--- src/rtl/br_pkg.sv ---
// Shared types for the decode-stage branch resolution controller:
// FSM state encoding and br_type one-hot bit positions.
package br_pkg;

  typedef enum logic [1:0] {
    IDLE      = 2'd0,
    RESOLVE   = 2'd1,
    WAIT_SLOT = 2'd2,
    REDIR     = 2'd3
  } br_state_e;

  localparam int BR_E  = 0;
  localparam int BR_NE = 1;
  localparam int BR_GE = 2;
  localparam int BR_GT = 3;
  localparam int BR_LE = 4;
  localparam int BR_LT = 5;
  localparam int BR_J  = 6;

endpackage

--- src/rtl/brcal.sv ---
// Combinational branch comparator: signed 32-bit compares selected by a
// one-hot br_type; the lowest set bit wins, all-zero means not taken.
module brcal
  import br_pkg::*;
(
  input  logic [6:0]  br_type,
  input  logic [31:0] rd1,
  input  logic [31:0] rd2,
  output logic        taken
);

  logic rd1_neg;
  logic rd1_zero;

  assign rd1_neg  = rd1[31];
  assign rd1_zero = (rd1 == 32'd0);

  always_comb begin
    taken = 1'b0;
    if      (br_type[BR_E])  taken = (rd1 == rd2);
    else if (br_type[BR_NE]) taken = (rd1 != rd2);
    else if (br_type[BR_GE]) taken = !rd1_neg;
    else if (br_type[BR_GT]) taken = !rd1_neg && !rd1_zero;
    else if (br_type[BR_LE]) taken = rd1_neg || rd1_zero;
    else if (br_type[BR_LT]) taken = rd1_neg;
    else if (br_type[BR_J])  taken = 1'b1;
  end

endmodule

--- src/rtl/br_resolve_ctrl.sv ---
// Branch resolution sequencer: accept, resolve via brcal, wait for the delay
// slot, then redirect fetch for taken branches. Flush and rst abort any state.
module br_resolve_ctrl
  import br_pkg::*;
#(
  parameter int PC_W  = 32,
  parameter int CNT_W = 16
) (
  input  logic             clk,
  input  logic             rst,
  input  logic             br_valid,
  output logic             br_ready,
  input  logic [6:0]       br_type,
  input  logic [PC_W-1:0]  br_target,
  input  logic             rs_ok,
  input  logic             rt_ok,
  input  logic [31:0]      rd1,
  input  logic [31:0]      rd2,
  input  logic             slot_issue,
  input  logic             flush,
  output logic             stall_id,
  output logic             redir_valid,
  output logic [PC_W-1:0]  redir_pc,
  input  logic             redir_ready,
  output logic             busy,
  output logic [CNT_W-1:0] taken_cnt,
  output logic [1:0]       state_dbg
);

  // Handshakes: a transfer occurs in a cycle where valid && ready are both
  // high at the rising edge; valid, once raised, holds with its payload
  // until that cycle (only flush or rst may withdraw it).

  localparam logic [CNT_W-1:0] CNT_ONE = CNT_W'(1);

  br_state_e        state_q, state_d;
  logic [6:0]       type_q, type_d;
  logic [PC_W-1:0]  btgt_q, btgt_d;
  logic             taken_q, taken_d;
  logic [PC_W-1:0]  tgt_q, tgt_d;
  logic [CNT_W-1:0] cnt_q, cnt_d;
  logic             ops_ok;
  logic             cmp_taken;

  brcal u_brcal (
    .br_type (type_q),
    .rd1     (rd1),
    .rd2     (rd2),
    .taken   (cmp_taken)
  );

  assign ops_ok      = rs_ok && rt_ok;
  assign br_ready    = (state_q == IDLE) && !flush;
  assign stall_id    = (state_q == RESOLVE) && !ops_ok;
  assign busy        = (state_q != IDLE);
  assign redir_valid = (state_q == REDIR);
  assign redir_pc    = (state_q == REDIR) ? tgt_q : '0;
  assign taken_cnt   = cnt_q;
  assign state_dbg   = state_q;

  always_comb begin
    state_d = state_q;
    type_d  = type_q;
    btgt_d  = btgt_q;
    taken_d = taken_q;
    tgt_d   = tgt_q;
    cnt_d   = cnt_q;
    if (flush) begin
      // Discard the in-flight branch; the counter is left untouched.
      state_d = IDLE;
      taken_d = 1'b0;
      tgt_d   = '0;
    end else begin
      case (state_q)
        IDLE: begin
          if (br_valid) begin
            state_d = RESOLVE;
            type_d  = br_type;
            btgt_d  = br_target;
          end
        end
        RESOLVE: begin
          if (ops_ok) begin
            state_d = WAIT_SLOT;
            taken_d = cmp_taken;
            tgt_d   = btgt_q;
          end
        end
        WAIT_SLOT: begin
          if (slot_issue) state_d = taken_q ? REDIR : IDLE;
        end
        REDIR: begin
          if (redir_ready) begin
            state_d = IDLE;
            cnt_d   = cnt_q + CNT_ONE;
          end
        end
        default: state_d = IDLE;
      endcase
    end
  end

  always_ff @(posedge clk or posedge rst) begin
    if (rst) begin
      state_q <= IDLE;
      type_q  <= '0;
      btgt_q  <= '0;
      taken_q <= 1'b0;
      tgt_q   <= '0;
      cnt_q   <= '0;
    end else begin
      state_q <= state_d;
      type_q  <= type_d;
      btgt_q  <= btgt_d;
      taken_q <= taken_d;
      tgt_q   <= tgt_d;
      cnt_q   <= cnt_d;
    end
  end

endmodule

--- config.mk ---
export PLATFORM = sky130hd
export DESIGN_NAME = br_resolve_ctrl
export DESIGN_NICKNAME = d
export VERILOG_FILES = /design/src/rtl/br_pkg.sv /design/src/rtl/brcal.sv /design/src/rtl/br_resolve_ctrl.sv
export SDC_FILE = /design/constraint.sdc
export NUM_CORES = 1
export LEC_CHECK = 0
export CELL_PAD_IN_SITES_DETAIL_PLACEMENT = 1
export CELL_PAD_IN_SITES_GLOBAL_PLACEMENT = 2
export CORE_ASPECT_RATIO = 0.8
export CORE_UTILIZATION = 41
export DETAILED_ROUTE_END_ITERATION = 6
export DONT_BUFFER_PORTS = 1
export PLACE_DENSITY_LB_ADDON = 0.1
export SKIP_LAST_GASP = 1
export SLEW_MARGIN = 25
export SYNTH_ARGS = -nofsm -noshare
export SYNTH_HDL_FRONTEND = slang
export SYNTH_HIERARCHICAL = 1
export SYNTH_SLANG_ARGS = --single-unit
--- constraint.sdc ---
create_clock -name clk -period 9.65 [get_ports clk]
set_input_delay 2.895 -clock clk [delete_from_list [all_inputs] [get_ports clk]]
set_output_delay 2.895 -clock clk [all_outputs]
set_load 0.005 [all_outputs]
Word-level counts from Yosys, hierarchy flattened
Index checks and enable logic that the tools add are counted.
- output and inout port bits: 54
- bits of input ports: 111
- flip-flop bits (word level): 90
- word-level logic and storage cells: 56
- multiplexer cells: 21
- reduce and logical (&&, ||, !) cells: 18
- add/subtract/negate cells: 1
- bitwise logic cells: 1
- eq/ne operators: 9
- operators with widths (cell ; number):
    2-to-1 mux 32 bit ; 4
    equality test 32 bit ; 1
    zero test 32 bit ; 1
    inequality test 32 bit ; 1
    adder 16 x 1 -> 16 bit (second input constant) ; 1
    2-to-1 mux 2 bit ; 6
    2-to-1 mux 1 bit ; 10
    inequality test 3 bit (second input constant) ; 3
    case mux 2 bit (4 select lines) ; 1
    AND reduction 3 bit ; 2
    nonzero test 2 bit ; 3
    equality test 2 bit (second input constant) ; 2
    logical AND 1 bit ; 4
    zero test 1 bit ; 4
    AND reduction 4 bit ; 1
    inequality test 3 x 2 -> 1 bit (second input constant) ; 1
    equality test 2 x 1 -> 1 bit (second input constant) ; 1
    zero test 2 bit ; 1
    AND reduction 2 bit ; 1
    logical OR 1 bit ; 1
    inverter 1 bit ; 1

Depth between registers and ports, before layout
- word-level depth: 10
- depth in mapped cells: 7
- depth with buffers taken out: 7

Modules after synthesis
The synthesis kept the hierarchy.
- modules (own cells, without submodules) (module ; area an instance (sq um) ; sequential area each (sq um) ; times used ; cells an instance):
    br_resolve_ctrl ; 3923.8 ; 2252.2 ; 1 ; 347
    brcal ; 490.5 ; 0.0 ; 1 ; 65

Worst setup path after synthesis
No wires, ideal clock.
- path type: input to output
- start: input flush
- end: output br_ready
- data arrival time: 3.523 ns
- slack: 3.232 ns
- buffers on the path: 2
- data required time: 6.755 ns
- stages on the path: 3
- cell sequence: clkbuf_1 > buf_1 > nor2_1
- cells in the longest elaborated chain, start to end: 2
- RTL lines (item ; RTL line ; source):
    start: declaration ; br_resolve_ctrl.sv:20 ; input logic flush,
    zero test 1 bit ; br_resolve_ctrl.sv:53 ; assign br_ready = (state_q == IDLE) && !flush;
    logical AND 1 bit ; br_resolve_ctrl.sv:53 ;
    end: declaration ; br_resolve_ctrl.sv:12 ; output logic br_ready,
Every way passes these cells.

Worst setup path in the final report
- start: input rs_ok
- end: output stall_id
- cells in the longest elaborated chain, start to end: 3
- RTL lines (item ; RTL line ; source):
    start: declaration ; br_resolve_ctrl.sv:15 ; input logic rs_ok,
    logical AND 1 bit ; br_resolve_ctrl.sv:52 ; assign ops_ok = rs_ok && rt_ok;
    zero test 1 bit ; br_resolve_ctrl.sv:54 ; assign stall_id = (state_q == RESOLVE) && !ops_ok;
    logical AND 1 bit ; br_resolve_ctrl.sv:54 ;
    end: declaration ; br_resolve_ctrl.sv:21 ; output logic stall_id,
Every way passes these cells.

==> results.cfg <==
[timing]
finalCritPeriodShare_pct = 61.6
fmaxAchievable_ghz = 0.168
tightest_slew_ps = 943
rsz0062_at_grt = no
fin_setup_tns_ps = 0
slew_violations = 0
hold_viol = 0
setup_viol = 0
relSlewSlack_pct = 37.0
min_period_ps = 5940
finClkSkew_ps = 7.18

[placement]
hpwlAfterDp_um = 7830
io_buffers = 0
globalplace.congestion = 0.735

[grt]
grt_pass1_vias = 3165
grt_pass1_wl_um = 17400
antenna_found_initial = 0
overflow = 0
grt_use_total_pct = 20.2
grt_max_degree = 47

[final_layout]
post-route-util_pct = 46.4
drive_gt1_share_pct = 17.0
n_antenna_cell = 0
nets = 518
n_fill_cell = 1121
syn2layout_area_growth_pct = 8.96

[setup_path]
path_cells = a21oi_1
r2r_start = state_dbg[1]
critPathLaunchType = input pin
critPathBufInv = 0
critPathKind = in -> out
cp-end-kind = primary output
cp_slowest_stage_delay_ps = 150
critPathTopFamily = compound AO/OA/AOI/OAI gates
cp.arrival_ps = 3050
critPathSlowestCell = a21oi_1
cp-startpoint = rs_ok
cp_max_fo = 2
worstPathRequired_ps = 6760

[clock_network]
cts_setup_buffers = 0
cts_sinks = 90
cts_max_level = 3
cts_root_buf = clkbuf_16
clk_latency_ps = 340
cts_made_buffers = 9
cts_buffer_depth = 2
postCtsHoldBufs = 0
cts_tree = built
ctsResizeCount = 0
clkTransAtPathRegs_ps = 60

[synthesis]
async_reset_ff_share_pct = 100
synth_nets = 524
ys.flop_type = dfrtp_1
synth_common_cells = dfrtp_1, nand2_1, a21oi_1, and3_1, xor2_1
yosysUniqueCellTypes = 41
yosysTopAreaCellShare_pct = 51.0
seq_area_frac_synth_pct = 51.0
yosysMostFrequentCell = dfrtp_1
ys_warn_count = 6
synth_area_leaders = dfrtp_1, mux2_2, nand2_1, xor2_1, and3_1
postSynthAreaPerCell_um2 = 10.7
syn_inst = 412
synth_largest_area_cell = dfrtp_1
syn-cell-area_um2 = 4410
synth-edff-count = 0
synth_seq_cells = 90

[die]
pin_count = 165
die_h_um = 94.8
die-area_um2 = 11200
core_um2 = 10400
rows = 33
die_w_um = 118
start_util_pct = 42.6

[detailed_routing]
num_vias = 3003
final_antenna_net_count = 0
drc = 0
via_per_inst = 5.45
dr.pass1.iters = 4
wirelength_um = 10900
wl_per_cell_um = 19.8
initialDrtViolationCount = 107

[worst_hold_path]
hp-start = taken_cnt[15]
hold_path_class = reg -> reg

[run_status]
outcome = completed

[power]
power_density_nw_per_um2 = 195
ir_drop_uv = 78.8
p_leak_nw = 2.12

[job]
maxCapViolations = 0
==> worst register-to-register path, cell delays in order, from the launching register on <==
cell and delay, ps:
dfrtp_1 500, buf_4 290, nor2b_1 230, nor3b_4 820, buf_4 470, mux2_2 400
==> routing by layer <==
layer	GRT usage, %	part of all wire (%)
met4	5.13	0.68
met1	26.7	47
met3	7.55	7.3
met2	31.4	45
met5	0	0
==> final cells by class <==
cell class / count / area [um2] / share of cell area (%)
clock buffers: 10 / 239 / 4.97
clock inverters: 6 / 73.8 / 1.53
inverters: 4 / 16.3 / 0.338
multi-input cells: 295 / 2010 / 41.8
flip-flops and latches: 90 / 2250 / 46.8
well taps: 140 / 175 / 3.64
repair buffers: 6 / 45.0 / 0.937
==> power breakdown <==
part           total [W]  internal [W]  switching [W]  leakage, nW
combinational   0.000110     0.0000611      0.0000493        0.809
sequential      0.000461      0.000426      0.0000350         1.16
clock           0.000367      0.000211       0.000156        0.147
==> placed cells by master, fill, tap and decap left out, types with 2 or more instances in the layout <==
cell / count
a21oi_1: 35
a311oi_1: 2
and3_1: 33
and4_1: 3
buf_4: 6
clkbuf_16: 9
clkinvlp_4: 2
dfrtp_1: 90
inv_1: 3
mux2_2: 29
mux2_4: 10
nand2_1: 78
nand2b_1: 4
nand3_1: 5
nand4_1: 7
nor2_1: 3
nor3_1: 2
nor3_2: 2
nor4_1: 16
or2_1: 2
or2_2: 2
xnor2_1: 14
xor2_1: 33
==> state kept, by name, summed over array words and instances (netlist names) <==
signal and flops:
btgt_q 32, tgt_q 32, taken_cnt 16, type_q 7
state_dbg 2, taken_q 1
==> through the flow <==
step	worst slack, ps	std cells	cell area (um2)	hold WS [ps]	power [W]
4_1_cts	3710	551	4810	503	0.000951
2_1_floorplan	3230	412	4410	468	0.000554
3_5_place_dp	3700	535	4500	492	0.000580
6_report	3710	551	4810	494	0.000938
5_1_grt	3690	551	4810	524	0.000983
3_3_place_gp	3690	535	4500	485	0.000575
==> final timing paths <==
path | slack (ps) | depth (start not counted) | end
max in group asynchronous | 6010 | 2 | btgt_q[4]
hold reg to reg | 490 | 1 | taken_cnt[15]
min in group asynchronous | 2540 | 1 | tgt_q[12]
hold / removal | 490 | 1 | taken_cnt[15]
setup / recovery | 3710 | 1 | stall_id
setup reg to reg | 6830 | 5 | type_q[3]
==> cells by family after synthesis <==
group | Yosys count | share of synthesized area [%]
multiplexers | 40 | 11.0
XOR/XNOR | 47 | 9.33
AO/OA/AOI/OAI | 43 | 5.44
buffers and inverters | 27 | 3.63
flip-flops | 90 | 51.0
adder cells (fa/ha/maj) | 1 | 0.283
AND/OR/NAND/NOR | 164 | 19.3
Power figures use the tool's default switching activity.
